===== config.mk =====
export PLATFORM = sky130hd
export DESIGN_NAME = axil_slave_regfile
export DESIGN_NICKNAME = d
export VERILOG_FILES = /design/src/rtl/axil_pkg.sv /design/src/rtl/axil_regfile_core.sv /design/src/rtl/axil_slave_regfile.sv
export SDC_FILE = /design/constraint.sdc
export NUM_CORES = 1
export LEC_CHECK = 0
export ABC_CLOCK_PERIOD_IN_PS = 3900
export CAP_MARGIN = 10
export CORE_AREA = 2 2 256 258
export DETAILED_ROUTE_END_ITERATION = 8
export DIE_AREA = 0 0 258 260
export HOLD_SLACK_MARGIN = 0.03
export PLACE_DENSITY = 0.73
export SLEW_MARGIN = 20
export SYNTH_ARGS = -nofsm -noshare
export SYNTH_HDL_FRONTEND = slang
export SYNTH_HIERARCHICAL = 1
export SYNTH_SLANG_ARGS = --single-unit

===== constraint.sdc =====
create_clock -name clk -period 3.9 [get_ports clk]
set_input_delay 1.17 -clock clk [delete_from_list [all_inputs] [get_ports clk]]
set_output_delay 1.17 -clock clk [all_outputs]
set_load 0.01 [all_outputs]

===== src/rtl/axil_pkg.sv =====
// Shared types and helpers for the AXI4-Lite register-file slave.
package axil_pkg;

  localparam int unsigned MAX_DATA_WIDTH = 64;
  localparam int unsigned MAX_STRB_WIDTH = MAX_DATA_WIDTH / 8;

  typedef enum logic [1:0] {
    RESP_OKAY   = 2'b00,
    RESP_SLVERR = 2'b10
  } resp_e;

  typedef enum logic [1:0] {
    W_IDLE,
    W_HAVE_AW,
    W_HAVE_W,
    W_RESP
  } wstate_e;

  typedef enum logic {
    R_IDLE,
    R_DATA
  } rstate_e;

  // Replace each byte of old_v with the matching byte of new_v where strb is set.
  // Operates at the widest supported data width; narrower callers zero-extend.
  function automatic logic [MAX_DATA_WIDTH-1:0] byte_merge(
    input logic [MAX_DATA_WIDTH-1:0] old_v,
    input logic [MAX_DATA_WIDTH-1:0] new_v,
    input logic [MAX_STRB_WIDTH-1:0] strb
  );
    logic [MAX_DATA_WIDTH-1:0] res;
    res = old_v;
    for (int k = 0; k < int'(MAX_STRB_WIDTH); k++) begin
      if (strb[k]) res[k*8 +: 8] = new_v[k*8 +: 8];
    end
    return res;
  endfunction

endpackage


===== src/rtl/axil_regfile_core.sv =====
// Register storage with a byte-strobed write port and an asynchronous read mux.
module axil_regfile_core
  import axil_pkg::*;
#(
  parameter int unsigned DATA_WIDTH = 32,
  parameter int unsigned NUM_REGS   = 16,
  parameter int unsigned IDX_W      = 4
) (
  input  logic                           clk,
  input  logic                           rst_n,
  input  logic                           i_we,
  input  logic [IDX_W-1:0]               i_widx,
  input  logic [DATA_WIDTH-1:0]          i_wdata,
  input  logic [DATA_WIDTH/8-1:0]        i_wstrb,
  input  logic [IDX_W-1:0]               i_ridx,
  output logic [DATA_WIDTH-1:0]          o_rdata_c,
  output logic [NUM_REGS*DATA_WIDTH-1:0] o_regs
);

  logic [DATA_WIDTH-1:0] r_regs [NUM_REGS];

  // Byte-lane write into the addressed register.
  always_ff @(posedge clk or negedge rst_n) begin
    if (!rst_n) begin
      for (int i = 0; i < int'(NUM_REGS); i++) r_regs[i] <= '0;
    end else if (i_we) begin
      for (int i = 0; i < int'(NUM_REGS); i++) begin
        if (i_widx == IDX_W'(i)) begin
          r_regs[i] <= DATA_WIDTH'(byte_merge(64'(r_regs[i]), 64'(i_wdata), 8'(i_wstrb)));
        end
      end
    end
  end

  // Read mux; indices past NUM_REGS read as zero.
  always_comb begin
    o_rdata_c = '0;
    for (int i = 0; i < int'(NUM_REGS); i++) begin
      if (i_ridx == IDX_W'(i)) o_rdata_c = r_regs[i];
    end
  end

  for (genvar g = 0; g < int'(NUM_REGS); g++) begin : g_flat
    assign o_regs[g*DATA_WIDTH +: DATA_WIDTH] = r_regs[g];
  end

endmodule


===== src/rtl/axil_slave_regfile.sv =====
// AXI4-Lite slave exposing a NUM_REGS x DATA_WIDTH register file.
// Optional feature macro: AXIL_PROT_CHECK_EN -- unprivileged accesses (prot[0]==0) get SLVERR.
module axil_slave_regfile
  import axil_pkg::*;
#(
  parameter int unsigned ADDR_WIDTH = 32,
  parameter int unsigned DATA_WIDTH = 32,
  parameter int unsigned NUM_REGS   = 16
) (
  input  logic                           clk,
  input  logic                           reset,
  input  logic [ADDR_WIDTH-1:0]          awaddr,
  input  logic [2:0]                     awprot,
  input  logic                           awvalid,
  output logic                           awready,
  input  logic [DATA_WIDTH-1:0]          wdata,
  input  logic [DATA_WIDTH/8-1:0]        wstrb,
  input  logic                           wvalid,
  output logic                           wready,
  output logic [1:0]                     bresp,
  output logic                           bvalid,
  input  logic                           bready,
  input  logic [ADDR_WIDTH-1:0]          araddr,
  input  logic [2:0]                     arprot,
  input  logic                           arvalid,
  output logic                           arready,
  output logic [DATA_WIDTH-1:0]          rdata,
  output logic [1:0]                     rresp,
  output logic                           rvalid,
  input  logic                           rready,
  output logic [NUM_REGS*DATA_WIDTH-1:0] regs_o
);

  localparam int unsigned STRB_W   = DATA_WIDTH / 8;
  localparam int unsigned ADDR_LSB = $clog2(STRB_W);
  localparam int unsigned IDX_W    = (NUM_REGS > 1) ? $clog2(NUM_REGS) : 1;
  localparam logic [ADDR_WIDTH-1:0] ADDR_LIMIT = ADDR_WIDTH'(NUM_REGS * STRB_W);

  if ((DATA_WIDTH != 32) && (DATA_WIDTH != 64)) begin : g_bad_dw
    $error("axil_slave_regfile: DATA_WIDTH must be 32 or 64");
  end
  if (NUM_REGS < 1) begin : g_bad_nr
    $error("axil_slave_regfile: NUM_REGS must be at least 1");
  end

  wstate_e write_state, w_write_next;
  rstate_e read_state, w_read_next;

  logic [ADDR_WIDTH-1:0] r_awaddr;
  logic [2:0]            r_awprot;
  logic [DATA_WIDTH-1:0] r_wdata;
  logic [STRB_W-1:0]     r_wstrb;
  resp_e                 r_bresp;
  resp_e                 r_rresp;
  logic [DATA_WIDTH-1:0] r_rdata;

  logic                  w_aw_hs, w_w_hs, w_ar_hs;
  logic                  w_commit;
  logic [ADDR_WIDTH-1:0] w_c_addr;
  logic [DATA_WIDTH-1:0] w_c_data;
  logic [STRB_W-1:0]     w_c_strb;
  logic                  w_c_err;
  logic                  w_rd_err;
  logic [DATA_WIDTH-1:0] w_rdata_c;
  logic                  w_unused_prot;

  // Readies and valids decode directly from the state flops.
  assign awready = (write_state == W_IDLE) || (write_state == W_HAVE_W);
  assign wready  = (write_state == W_IDLE) || (write_state == W_HAVE_AW);
  assign bvalid  = (write_state == W_RESP);
  assign arready = (read_state == R_IDLE);
  assign rvalid  = (read_state == R_DATA);
  assign bresp   = r_bresp;
  assign rresp   = r_rresp;
  assign rdata   = r_rdata;

  assign w_aw_hs = awvalid && awready;
  assign w_w_hs  = wvalid && wready;
  assign w_ar_hs = arvalid && arready;

  // Commit operands: the half already held comes from the latch, the other from the bus.
  assign w_c_addr = (write_state == W_HAVE_AW) ? r_awaddr : awaddr;
  assign w_c_data = (write_state == W_HAVE_W)  ? r_wdata  : wdata;
  assign w_c_strb = (write_state == W_HAVE_W)  ? r_wstrb  : wstrb;

`ifdef AXIL_PROT_CHECK_EN
  logic [2:0] w_c_prot;
  assign w_c_prot = (write_state == W_HAVE_AW) ? r_awprot : awprot;
  assign w_c_err  = (w_c_addr >= ADDR_LIMIT) || !w_c_prot[0];
  assign w_rd_err = (araddr >= ADDR_LIMIT) || !arprot[0];
`else
  assign w_c_err  = (w_c_addr >= ADDR_LIMIT);
  assign w_rd_err = (araddr >= ADDR_LIMIT);
`endif
  assign w_unused_prot = ^{awprot, arprot, r_awprot};

  // Write channel next-state and commit decode.
  always_comb begin
    w_write_next = write_state;
    w_commit     = 1'b0;
    case (write_state)
      W_IDLE: begin
        if (w_aw_hs && w_w_hs) begin
          w_commit     = 1'b1;
          w_write_next = W_RESP;
        end else if (w_aw_hs) begin
          w_write_next = W_HAVE_AW;
        end else if (w_w_hs) begin
          w_write_next = W_HAVE_W;
        end
      end
      W_HAVE_AW: begin
        if (w_w_hs) begin
          w_commit     = 1'b1;
          w_write_next = W_RESP;
        end
      end
      W_HAVE_W: begin
        if (w_aw_hs) begin
          w_commit     = 1'b1;
          w_write_next = W_RESP;
        end
      end
      W_RESP: begin
        if (bready) w_write_next = W_IDLE;
      end
      default: w_write_next = W_IDLE;
    endcase
  end

  // Write channel state, half-transaction latches and response.
  always_ff @(posedge clk or negedge reset) begin
    if (!reset) begin
      write_state <= W_IDLE;
      r_awaddr    <= '0;
      r_awprot    <= '0;
      r_wdata     <= '0;
      r_wstrb     <= '0;
      r_bresp     <= RESP_OKAY;
    end else begin
      write_state <= w_write_next;
      if (w_aw_hs) begin
        r_awaddr <= awaddr;
        r_awprot <= awprot;
      end
      if (w_w_hs) begin
        r_wdata <= wdata;
        r_wstrb <= wstrb;
      end
      if (w_commit) r_bresp <= w_c_err ? RESP_SLVERR : RESP_OKAY;
    end
  end

  // Read channel next-state.
  always_comb begin
    w_read_next = read_state;
    case (read_state)
      R_IDLE:  if (w_ar_hs) w_read_next = R_DATA;
      R_DATA:  if (rready)  w_read_next = R_IDLE;
      default: w_read_next = R_IDLE;
    endcase
  end

  // Read channel state and captured response; sampled before same-edge writes land.
  always_ff @(posedge clk or negedge reset) begin
    if (!reset) begin
      read_state <= R_IDLE;
      r_rdata    <= '0;
      r_rresp    <= RESP_OKAY;
    end else begin
      read_state <= w_read_next;
      if (w_ar_hs) begin
        r_rdata <= w_rd_err ? '0 : w_rdata_c;
        r_rresp <= w_rd_err ? RESP_SLVERR : RESP_OKAY;
      end
    end
  end

  axil_regfile_core #(
    .DATA_WIDTH (DATA_WIDTH),
    .NUM_REGS   (NUM_REGS),
    .IDX_W      (IDX_W)
  ) u_core (
    .clk       (clk),
    .rst_n     (reset),
    .i_we      (w_commit && !w_c_err),
    .i_widx    (w_c_addr[ADDR_LSB +: IDX_W]),
    .i_wdata   (w_c_data),
    .i_wstrb   (w_c_strb),
    .i_ridx    (araddr[ADDR_LSB +: IDX_W]),
    .o_rdata_c (w_rdata_c),
    .o_regs    (regs_o)
  );

endmodule


==> results.py <==
metrics = {
    "run_status": {
        "outcome": "finished clean",
    },
    "setup_path": {
        "arrival_ns": 4.15,
        "reg2reg_slack_ns": 0.55,
        "r2r_end": "u_core/o_regs[267]",
        "worst-setup-path-type": "in -> reg",
        "crit_path_max_fanout": 10,
        "start_kind": "input port",
        "rr_worst_depth": 11,
        "r2r_start": "write_state[1]",
        "cp-end-kind": "flop",
        "required_ns": 4.40,
    },
    "layout": {
        "finalNonFillerCells": 3888,
        "drive_gt1_frac": 0.322,
        "fill_cells": 4916,
        "final_cell_mix": "clkdlybuf4s50_1 (648), dfrtp_1 (615), mux2_2 (612)",
        "mostFrequentLayoutCell": "clkdlybuf4s50_1",
        "post-route-util": 0.624,
        "synthToLayoutAreaGrowth_pct": 38.5,
        "nets": 3092,
    },
    "clock_tree": {
        "clockRootBuffer": "clkbuf_16",
        "clk_pin_slew_ns": 0.06,
        "post_cts_buffers": 0,
        "cts_resized": 0,
        "htreeDepth": 3,
        "cts_tree": "yes",
        "cts.sinks": 615,
        "cts_made_buffers": 70,
        "holdBufCountCts": 0,
        "clk_latency_ns": 0.63,
        "cts_buffer_depth": 3,
    },
    "timing": {
        "hold_viol": 0,
        "fmaxAchievable_mhz": 274,
        "tightest_slew_ns": 0.989,
        "slew_violations": 0,
        "rsz0062_at_grt": "false",
        "finalSetupViolations": 0,
        "period_share": 0.934,
        "period_needed_ns": 3.64,
        "fin_skew_ns": 0.0356,
        "slew_headroom": 0.339,
    },
    "power_and_ir_drop": {
        "p_per_area_nw_per_um2": 416,
        "p_total_mw": 16.7,
        "ir_drop_v": 0.000281,
        "leakagePower_nw": 18.4,
    },
    "placed_design": {
        "dp_hpwl_mm": 87.3,
        "dp.cells": 3757,
        "place.gp.congestion": 0.926,
        "port_buffers": 653,
    },
    "grt": {
        "antenna_found_initial": 5,
        "grt_pass1_vias": 24034,
        "grt_max_degree": 85,
        "grt_usage": 0.356,
        "grt_pass1_wl_mm": 172,
        "grt.overflow.total": 0,
    },
    "yosys": {
        "yosysTopAreaCell": "dfrtp_1",
        "synth_top_area_share": 0.533,
        "ys.flop_type": "dfrtp_1",
        "synthArstFlopShare": 1.00,
        "ys_warn_count": 6,
        "ys_types": 74,
        "avgSynthCellArea_um2": 12.9,
        "ys_seq_area_frac": 0.533,
        "synthCells": 2234,
        "synth-edff-count": 0,
        "synth-seq-cells": 615,
        "netlist_area_um2": 28900,
        "synth_area_leaders": "dfrtp_1 (53%), mux2_2 (24%), nand2_1 (2.4%), mux2i_1 (2.4%), mux4_2 (2.2%)",
    },
    "routing": {
        "dr.pass1.iters": 7,
        "postRouteAntennaNets": 0,
        "wl_met3_mm": 10.7,
        "route.detailed.drc": 0,
        "wirelength_mm": 121,
        "vias_per_cell": 6.01,
        "top_layer": "met4",
        "drt-initial-drc-count": 2205,
        "wire_per_inst_um": 31.2,
        "wl_met2_mm": 57.4,
        "dr_total_vias": 23350,
        "wl_met1_mm": 47.0,
    },
    "die": {
        "row_count": 93,
        "start_util": 0.451,
        "die_area_um2": 67100,
        "die_width_um": 258,
        "die_h_um": 260,
        "coreArea_um2": 64100,
        "pin_count": 666,
    },
    "run": {
        "drv_cap": 0,
    },
    "hold_path": {
        "holdPathEnd": "r_awaddr[25]",
        "hold_depth": 2,
        "hp-class": "reg -> reg",
        "worstHoldStart": "r_awaddr[25]",
    },
}
-- per-stage QoR --
stage | area, um2 | hold WS [ns] | TNS, ns | setup WS [ns]
2_1_floorplan | 28900 | 0.440 | 0 | 0.516
3_3_place_gp | 37700 | 0.462 | -93.55 | -0.358
3_5_place_dp | 37700 | 0.464 | -85.75 | -0.321
4_1_cts | 40000 | 0.478 | 0 | 0.238
5_1_grt | 40000 | 0.497 | 0 | 0.147
6_report | 40000 | 0.476 | 0 | 0.257
-- cell families after synthesis --
kind of cell               Yosys count  synth area share
AOI/OAI and AO/OA                  322            0.0790
adders and majority gates            5           0.00217
buffers and inverters              167            0.0282
DFF                                615             0.533
muxes                              730             0.292
other                                1          0.000130
and+or+nand+nor                    394            0.0653
-- routing by layer --
| layer | up-vias | global-route usage |
|---|---|---|
| met2 | 1270 | 0.572 |
| li1 | 9690 | - |
| met3 | 309 | 0.0965 |
| met4 | 0 | 0.175 |
| met5 | - | 0 |
| met1 | 12081 | 0.444 |
-- cell usage after synthesis, types with 6 or more instances --
library cell	number
dfrtp_1	615
mux2_2	612
nand2_1	185
clkbuf_1	77
a21oi_1	71
mux2i_1	69
nor2_1	68
o21ai_0	52
buf_2	38
mux4_2	28
a22o_2	26
nor2b_1	22
o22ai_1	22
mux2_1	21
inv_1	19
nand3_1	19
nor3_1	18
buf_4	16
nor4_1	15
a221oi_1	14
o221ai_1	14
o22a_1	14
nand2b_1	13
nor2_2	13
a22oi_1	11
o211ai_1	11
a211oi_1	10
a221o_1	9
a22o_1	9
buf_6	9
o2bb2ai_1	9
nor2_4	8
o2111ai_1	8
and2_1	7
a2bb2oi_1	6
-- power breakdown --
part | switching [mW] | internal (mW)
clock network | 2.69 | 3.90
registers | 0.185 | 6.74
logic | 2.09 | 1.05
total | 4.96 | 11.7
-- worst max path at each step --
stage | slack [ns] | start | depth (start not counted) | end
floorplan | 0.52 | awaddr[17] | 8 | u_core/o_regs[90]
global placement | -0.36 | awaddr[17] | 10 | u_core/o_regs[267]
detailed placement | -0.32 | awaddr[17] | 10 | u_core/o_regs[269]
CTS | 0.24 | write_state[1] | 4 | wready
global route | 0.15 | write_state[1] | 4 | wready
finish | 0.26 | awaddr[17] | 10 | u_core/o_regs[267]
-- sequential cells by signal, summed over array words and instances, names as in the netlist --
signal         cells
r_wstrb            4
bresp              1
rresp              1
write_state        2
rdata             32
u_core/o_regs    512
r_awaddr          30
rvalid             1
r_wdata           32
-- final cells by class --
cell class | instances | area (um2) | area share
Clock buffer | 106 | 2050 | 0.0512
Sequential cell | 615 | 15400 | 0.385
Timing Repair Buffer | 814 | 8450 | 0.211
Inverter | 20 | 75.1 | 0.00188
Clock inverter | 18 | 233 | 0.00582
Antenna cell | 7 | 17.5 | 0.000438
Multi-Input combinational cell | 1453 | 12700 | 0.318
Tap cell | 855 | 1070 | 0.0267
-- worst max-delay path, cell delays in order --
cell             delay, ns
clkdlybuf4s50_1       0.43
or4_1                 0.54
o41ai_1               0.30
buf_4                 0.18
and4_1                0.31
buf_12                0.16
and4b_1               0.34
nand2_1               0.22
buf_4                 0.23
mux2_2                0.27
Note: power is estimated with default switching activity, not from simulation.
